**src/rtl/behav_counter.sv**
```systemverilog
// behav_counter: enable-gated binary up-counter that wraps to 0 after MAX_COUNT, with a terminal-count flag.
// Latency: count updates on the edge that samples en high; ovf is combinational (zero latency).
// Backpressure: none; en low simply holds the count, and ovf is suppressed while en is low or rst is high.
module behav_counter #(
   parameter int unsigned WIDTH     = 8,
   parameter int unsigned MAX_COUNT = 255
) (
   input  logic             clk,
   input  logic             rst,
   input  logic             en,
   output logic [WIDTH-1:0] count,
   output logic             ovf
);

   // Terminal value expressed at counter width for like-for-like compares.
   localparam logic [WIDTH-1:0] MAX_VAL = WIDTH'(MAX_COUNT);

   logic [WIDTH-1:0] count_q;
   logic [WIDTH-1:0] count_d;
   logic             at_max;

   assign at_max = (count_q == MAX_VAL);

   // Next-count: hold when idle, increment, or wrap; codes above the terminal value also fold back to 0.
   always_comb begin
      count_d = count_q;
      if (en) begin
         if (count_q >= MAX_VAL) begin
            count_d = '0;
         end else begin
            count_d = count_q + WIDTH'(1);
         end
      end
   end

   // Count register; reset clears it at once without waiting for a clock edge.
   always_ff @(posedge clk or posedge rst) begin
      if (rst) begin
         count_q <= '0;
      end else begin
         count_q <= count_d;
      end
   end

   assign count = count_q;
   // Flag the cycle whose next edge wraps the counter; kept combinational so stages can cascade.
   assign ovf   = at_max & en & ~rst;

endmodule

```
**config.mk**
```make
export PLATFORM = sky130hd
export DESIGN_NAME = behav_counter
export DESIGN_NICKNAME = d
export VERILOG_FILES = /design/src/rtl/behav_counter.sv
export SDC_FILE = /design/constraint.sdc
export NUM_CORES = 1
export LEC_CHECK = 0
export ABC_AREA = 1
export CAP_MARGIN = 25
export CORE_AREA = 5 5 42 44
export CTS_BUF_LIST = sky130_fd_sc_hd__clkbuf_2 sky130_fd_sc_hd__clkbuf_4 sky130_fd_sc_hd__clkbuf_8
export CTS_CLUSTER_SIZE = 24
export DETAILED_ROUTE_END_ITERATION = 7
export DIE_AREA = 0 0 47 49
export SYNTH_ARGS = -nofsm -noshare
export SYNTH_HDL_FRONTEND = slang
export SYNTH_SLANG_ARGS = --single-unit
```
**constraint.sdc**
```tcl
create_clock -name clk -period 2.6 [get_ports clk]
set_input_delay 0.52 -clock clk [delete_from_list [all_inputs] [get_ports clk]]
set_output_delay 0.52 -clock clk [all_outputs]
set_load 0.02 [all_outputs]
```
Word level (Yosys, flattened, before mapping)
Cells that the tools add are included.
W data, S select, Z words.
{"block": "totals", "register_bits": 8, "input_bits": 3}
{"block": "op_classes", "add_sub_neg": 1, "order_cmp": 1, "eq_ne": 1, "muxes": 1, "bitwise": 3}
{"cell": "$add A8 B1 Y8 const B", "n": 1}
{"cell": "$eq A8 B8 Y1 const B", "n": 1}
{"cell": "$ge A8 B8 Y1 const B", "n": 1}
{"cell": "$mux W8", "n": 1}
{"cell": "$and A1 B1 Y1", "n": 2}
{"cell": "$not A1 Y1", "n": 1}

Depth between registers and ports, before layout
Gate-level depths: netlist (run 1).
{"block": "depth", "word_depth": 3, "depth_mapped": 7, "depth_no_buf": 7}

Worst setup path after synthesis (run 1)
OpenSTA, ideal clock, no wires.
{"block": "synth_timing", "path_kind": "reg-to-output", "start": "reg count_q[0], in the netlist count[0]", "end": "out ovf", "arrival_time_ps": 1309, "path_slack_ps": 771, "path_stages_with_launch": 6, "n_path_buf": 0, "path_cell_list": "dfrtp_1 -> ha_1 -> nand3_2 -> nor2_4 -> nand2_2 -> nor2_1"}
{"block": "synth_via", "elab_chain_cells": 3}
{"element": "start, declared", "line_no": "18", "rtl": "logic [WIDTH-1:0] count_q;"}
{"element": "start signal, assigned", "line_no": "41", "rtl": "count_q <= count_d;"}
{"element": "$eq A8 B8 Y1", "line_no": "22", "rtl": "assign at_max = (count_q == MAX_VAL);"}
{"element": "$and A1 B1 Y1 (2 in a row)", "line_no": "47", "rtl": "assign ovf = at_max & en & ~rst;"}
{"element": "end, declared", "line_no": "12", "rtl": "output logic ovf"}
No other way between the ends.

Worst setup path after layout (run 1)
{"block": "layout_timing", "start": "in en", "end": "out ovf"}
{"block": "layout_via", "elab_chain_cells": 2}
{"element": "start, declared", "line_no": "10", "rtl": "input logic en,"}
{"element": "$and A1 B1 Y1 (2 in a row)", "line_no": "47"}
No other way between the ends.

==> impl_metrics.csv, run 1 <==
group,metric,value,unit
sta,transition_at_the_pin_with_the_smallest_max_transition_slack,0.3232,ns
finish,multi_input_area,205.2,um^2
sta,period_needed,2.115,ns
worst_setup_path,timing.critical_path.to_type,"output pin",
synth,postSynthRegisterBits,8,
finish,layout.cells.most_common,"nand2_1",
floorplan,start_util,31.61,%
sta,max_freq,472.9,MHz
finish,fin_area,613.1,um^2
hold_path,min_from,"count[1]",
place,placed_cells,86,
finish,final_cell_count_no_fill,89,
floorplan,io_pins,12,
drt,drt_first_pass_iters,3,
synth,synthesis.instances,57,
power_and_ir_drop,leakage_power_of_the_design,0.3341,nW
synth,synth-warning-count,0,
clock_network,insertion_delay,0.25,ns
clock_network,worst_setup_hold_path_clk_slew,0.05,ns
global_routing,grt_pass1_vias,393,
clock_network,tritoncts_sinks,8,
worst_setup_path,r2r_cells,7,
drt,drtAntennaViolNets,0,
worst_setup_path,cp.arrival,1.59,ns
synth,unique_cell_type_count_in_the_yosys_netlist,14,
sta,timing.final.setup_violations,0,
drt,wl_per_cell,9.449,um
worst_setup_path,crit-reg2reg-capture,"count[6]",
synth,mean_cell_area_of_the_mapped_netlist,7.771,um^2
sta,fin_worst_hold_slack,0.5306,ns
finish,layout.nets,79,
worst_setup_path,regToRegSetupSlack,1.35,ns
place,preCtsSetupSlack,0.09050,ns
sta,finalClockSkew,0.002010,ns
finish,register_area,200.2,um^2
drt,initialDrtViolationCount,1,
sta,postLayoutSetupSlackWorst,0.4855,ns
global_routing,grt_antenna_before_repair,0,
drt,post-route-drc-count,0,
clock_network,cts_made_buffers,3,
global_routing,overflow,0,
power_and_ir_drop,vdd_drop_max,0.4067,mV
clock_network,cts_tree,"yes",
clock_network,cts.path.max_buffers,2,
finish,final.fill_count,159,
floorplan,die_area,2303,um^2
place,port_buffers,11,
synth,synth_area,442.9,um^2
finish,antenna-diode-count,0,
synth,synth-seq-area-share,45.20,%
drt,routed_wl,841,um
sta,grt_setup_unrepaired,"no",
finish,most_frequent_cells_in_the_layout,"nand2_1, inv_1, clkdlybuf4s50_1",
sta,relSlewSlack,78.43,%
floorplan,design.core.area,1401,um^2
status,outcome,"finished clean",
hold_path,worstHoldPathCells,2,
drt,via_per_inst,4.315,
sta,hold_viol,0,
place,dp_hpwl,670.7,um
place,final_wtd_congestion,0.7830,
drt,via_count,384,
hold_path,worstHoldEndpoint,"count[1]",
finish,largest_register_ffs,8,
clock_network,ctsHtreeMaxLevel,1,
finish,drive_above_1_share,13.70,%
job,max_cap_viol,0,
floorplan,die_w,47,um
worst_setup_path,timing.critical_path.fanout_max,4,
global_routing,global_route_wire_length_before_repair,1559,um
power_and_ir_drop,p_per_area,1085,nW/um^2
global_routing,maximum_number_of_pins_on_one_net_before_global_route_repair,9,
worst_setup_path,cp_data_required_time,2.08,ns
finish,areaGrowthSynthToFinish,38.42,%
worst_setup_path,crit-reg2reg-launch,"count[0]",
floorplan,num_rows,14,
floorplan,floorplan.die.height,49,um
clock_network,cts_root_buffer,"clkbuf_4",
synth,mappedNetlistNets,61,
sta,fin_setup_tns,0,ns
hold_path,hp-class,"flop to flop",
worst_setup_path,start_kind,"input pin",
sta,period_share,81.33,%
worst_setup_path,criticalPathCategory,"input pin to output pin",
global_routing,grt_usage,9.020,%
place,place_area,588.1,um^2
sta,slew_violations,0,
==> routing by layer <==
metal	vias to the layer above	part of all wire (%)	GRT usage [%]
met2	7	48	12.90
met4	0	0	2.765
met5	-	0	0
li1	205	-	-
met1	172	48	12.19
met3	0	4.6	3.690
==> worst max-delay path, cell delays in order <==
cell             delay (ns)
clkdlybuf4s50_1        0.47
inv_1                  0.09
nor2_4                 0.12
nand2_2                0.08
nor2_1                 0.08
dlymetal6s2s_1         0.22
==> through the flow <==
| step | utilization (%) | total power [mW] |
|---|---|---|
| floorplan | - | 0.4320 |
| global placement | 41.96 | 0.5742 |
| detailed placement | 41.96 | 0.5798 |
| CTS | 43.57 | 0.6777 |
| global route | 43.75 | 0.7235 |
| finish | 43.75 | 0.6649 |
==> logic make-up after synthesis <==
group	after synthesis	share of synthesized area [%]
DFF	8	45.20
xor gates and xnor gates	3	5.933
and+or+nand+nor	33	35.31
adders and majority gates	1	2.824
buffers and inverters	10	8.475
AOI/OAI and AO/OA	2	2.258
==> cells in the mapped netlist <==
master   number  area share [%]
nor2_4        2             5.1
dfrtp_1       8              45
nand3_1       5             5.6
nor2_2        1             1.4
nand2_2       1             1.4
nand2_1      17              14
o21ai_0       1             1.1
xor2_1        1             2.0
ha_1          1             2.8
inv_1        10             8.5
xnor2_1       2             4.0
a21oi_1       1             1.1
nand3_2       1             2.3
nor2_1        6             5.1
==> worst max path at each step <==
stage                         from  endpoint  cells after the start
after floorplan           count[0]       ovf                      5
after detailed placement        en       ovf                      6
final                           en       ovf                      6
after global routing            en       ovf                      6
after CTS                       en       ovf                      6
after global placement          en       ovf                      6
==> where the power goes <==
group / switching (mW) / internal [mW] / leakage (nW)
Clock: 0.0400 / 0.0527 / 0.0138
Sequential: 0.0711 / 0.179 / 0.0927
Combinational: 0.172 / 0.150 / 0.228
Total: 0.283 / 0.382 / 0.334
==> repair_timing <==
action                                  CTS  global route
gates resized for setup                   0             1
endpoints found under the hold margin     0             0
buffers inserted                          0             0
endpoints found under the setup margin    0             1
hold buffers                              0             0
==> cell type report <==
type,count,area share (%)
multi-input combinational,39,33.47
sequential,8,32.65
timing repair buffer,13,20.82
inverter,10,6.122
clock buffer,3,3.673
tap,16,3.265
(Power assumes the default switching activity.)
==> run 2, diff against run 1 <==
==> constraint.sdc (replaced) <==
create_clock -name clk -period 1.8 [get_ports clk]
set_input_delay 0.36 -clock clk [delete_from_list [all_inputs] [get_ports clk]]
set_output_delay 0.36 -clock clk [all_outputs]
set_load 0.02 [all_outputs]
==> run 2 against run 1 <==
  * Sequential cell count unchanged
  * Wire length up 8.6%
  * Utilization up 3.7 points
  * Clock power up 54%
  * First-iteration DRC count rose to 13 times the previous value
  * Sequential share of layout area down 2.6 points
  * Design area up 8.6%
  * Non-clock buffer count up 8
  * Via count up 7.3%
  * Global-route usage up 0.43 points
  * Power up 61%
  * Largest power group unchanged
==> impl_metrics.csv, run 2 (synthesized netlist as in run 1, its figures left out) <==
group,metric,value,unit
status,outcome,"finished clean",
clock_network,hold_buffers,0,
power_and_ir_drop,cellInternalPower,636.7,uW
power_and_ir_drop,leakage_power_of_the_design,0.3557,nW
drt,wl_per_cell,9.412,um
drt,routed_wl,913,um
hold_path,hp-class,"input pin to asynchronous set/reset pin",
drt,drtAntennaViolNets,0,
floorplan,die_w,47,um
drt,via_count,412,
clock_network,cts_tree,"yes",
global_routing,grt_usage,9.453,%
power_and_ir_drop,power_switching_share,40.68,%
sta,transition_at_the_pin_with_the_smallest_max_transition_slack,0.3132,ns
clock_network,cts_made_buffers,3,
floorplan,floorplan.die.height,49,um
power_and_ir_drop,combPwrFrac,58.4,%
sta,hold_viol,0,
job,max_cap_viol,0,
power_and_ir_drop,p_clk_share,13.4,%
floorplan,die_area,2303,um^2
global_routing,maximum_number_of_pins_on_one_net_before_global_route_repair,9,
place,final_wtd_congestion,0.8124,
worst_setup_path,timing.critical_path.slowest_cell_delay,0.61,ns
clock_network,insertion_delay,0.26,ns
finish,layout.cells.most_common,"nand2_1",
floorplan,io_pins,12,
clock_network,ctsHtreeMaxLevel,1,
place,port_buffers,11,
drt,post-route-drc-count,0,
power_and_ir_drop,p_sw,436.6,uW
sta,fin_setup_tns,0,ns
clock_network,cts_root_buffer,"clkbuf_4",
place,preCtsSetupSlack,-0.3646,ns
floorplan,num_rows,14,
sta,finalClockSkew,0.003957,ns
clock_network,cts.path.max_buffers,2,
worst_setup_path,ordered_cell_list_for_the_critical_path,"buf_4, clkdlybuf4s50_1",
drt,drt_first_pass_iters,4,
sta,relSlewSlack,79.10,%
finish,largest_register_ffs,8,
finish,final.fill_count,144,
global_routing,grt_pass1_vias,381,
worst_setup_path,cp_data_required_time,1.44,ns
global_routing,global_route_wire_length_before_repair,1497,um
finish,most_frequent_cells_in_the_layout,"nand2_1, inv_1, clkdlybuf4s50_1, buf_4, dfrtp_1",
drt,initialDrtViolationCount,13,
clock_network,tritoncts_sinks,8,
power_and_ir_drop,p_per_area,1612,nW/um^2
sta,period_needed,1.727,ns
sta,slew_violations,0,
finish,layout.nets,87,
global_routing,overflow,0,
global_routing,grt_antenna_before_repair,0,
worst_setup_path,timing.critical_path.to_type,"output pin",
sta,fin_worst_hold_slack,0.3717,ns
worst_setup_path,cp_slowest_cell,"clkdlybuf4s50_1",
sta,timing.final.setup_violations,0,
worst_setup_path,cp.arrival,1.37,ns
power_and_ir_drop,seq_pwr_share,28.3,%
sta,max_freq,579.2,MHz
clock_network,cts_setup_buffers,0,
power_and_ir_drop,post-layout-total-power,1.073,mW
worst_setup_path,criticalPathCategory,"flop to output pin",
finish,areaGrowthSynthToFinish,50.28,%
worst_setup_path,start_kind,"flop",
place,dp_hpwl,733,um
sta,postLayoutSetupSlackWorst,0.07337,ns
worst_setup_path,timing.critical_path.fanout_max,5,
power_and_ir_drop,vdd_drop_max,0.8427,mV
drt,via_per_inst,4.247,
finish,drive_above_1_share,23.46,%
sta,period_share,95.92,%
floorplan,start_util,31.61,%
floorplan,design.core.area,1401,um^2
clock_network,worst_setup_hold_path_clk_slew,0.06,ns
finish,antenna-diode-count,0,
sta,grt_setup_unrepaired,"no",
run 2: cell types whose count changed in the layout (fill, tap and decap cells not counted), sizes merged:
cell          before  now
buf                2   11
dlymetal6s2s       1    0
run 2: path summary, 6_finish.rpt:
kind	start	to	slack (ns)	cells past startpoint
setup / recovery	count[3]	count[3]	0.07	2
hold / removal	rst	count[7]	0.37	2
setup reg to reg	count[0]	count[6]	0.63	8
hold reg to reg	count[1]	count[1]	0.59	3
max in group asynchronous	rst	count[0]	1.19	2
min in group clk	count[1]	count[1]	0.59	3
run 2: layer usage:
metal | part of all wire [%] | track usage [%] | vias up
met1 | 42 | 10.18 | 171
met2 | 48 | 14.03 | 13
li1 | - | - | 226
met5 | 0 | 0 | -
met3 | 6.8 | 2.952 | 2
met4 | 3.2 | 8.295 | 0
run 2: final cells by class:
type	instances	area, um^2	area share, %
multi-input combinational	39	205.2	30.83
sequential	8	200.2	30.08
inverter	10	37.54	5.639
timing repair buffer	21	180.2	27.07
tap	16	20.02	3.008
clock buffer	3	22.52	3.383
run 2: stage by stage:
step / cell area, um^2 / utilization (%) / instances
2_1_floorplan: 442.9 / - / 57
3_3_place_gp: 648.1 / 46.25 / 94
3_5_place_dp: 648.1 / 46.25 / 94
4_1_cts: 665.6 / 47.50 / 97
5_1_grt: 665.6 / 47.50 / 97
6_report: 665.6 / 47.50 / 97
run 2: power groups by stage:
stage	clock network (mW)	registers [mW]	logic, mW
3_3_place_gp	0	0.305	0.627
2_1_floorplan	0	0.444	0.180
6_report	0.143	0.303	0.626
3_5_place_dp	0	0.307	0.632
4_1_cts	0.153	0.304	0.636
5_1_grt	0.165	0.310	0.688
run 2: worst max-delay path: cells and delay by family (launching register included):
kind	cells	cell delay, ns
flops	1	0.36
buf+inv	2	0.75
run 2: repair_timing:
item / 4_1_cts / 5_1_grt
hold endpoints to repair: 0 / 0
gates resized for setup: 4 / 0
setup endpoints to repair: 1 / 0
==> run 3, diff against run 2 <==
--- a/config.mk
+++ b/config.mk
@@ -12,6 +12,7 @@
 export CTS_CLUSTER_SIZE = 24
 export DETAILED_ROUTE_END_ITERATION = 7
 export DIE_AREA = 0 0 47 49
+export SLEW_MARGIN = 20
 export SYNTH_ARGS = -nofsm -noshare
 export SYNTH_HDL_FRONTEND = slang
 export SYNTH_SLANG_ARGS = --single-unit
==> results of run 3 <==
No change in the layout: final DEF, timing and power equal those of run 2.
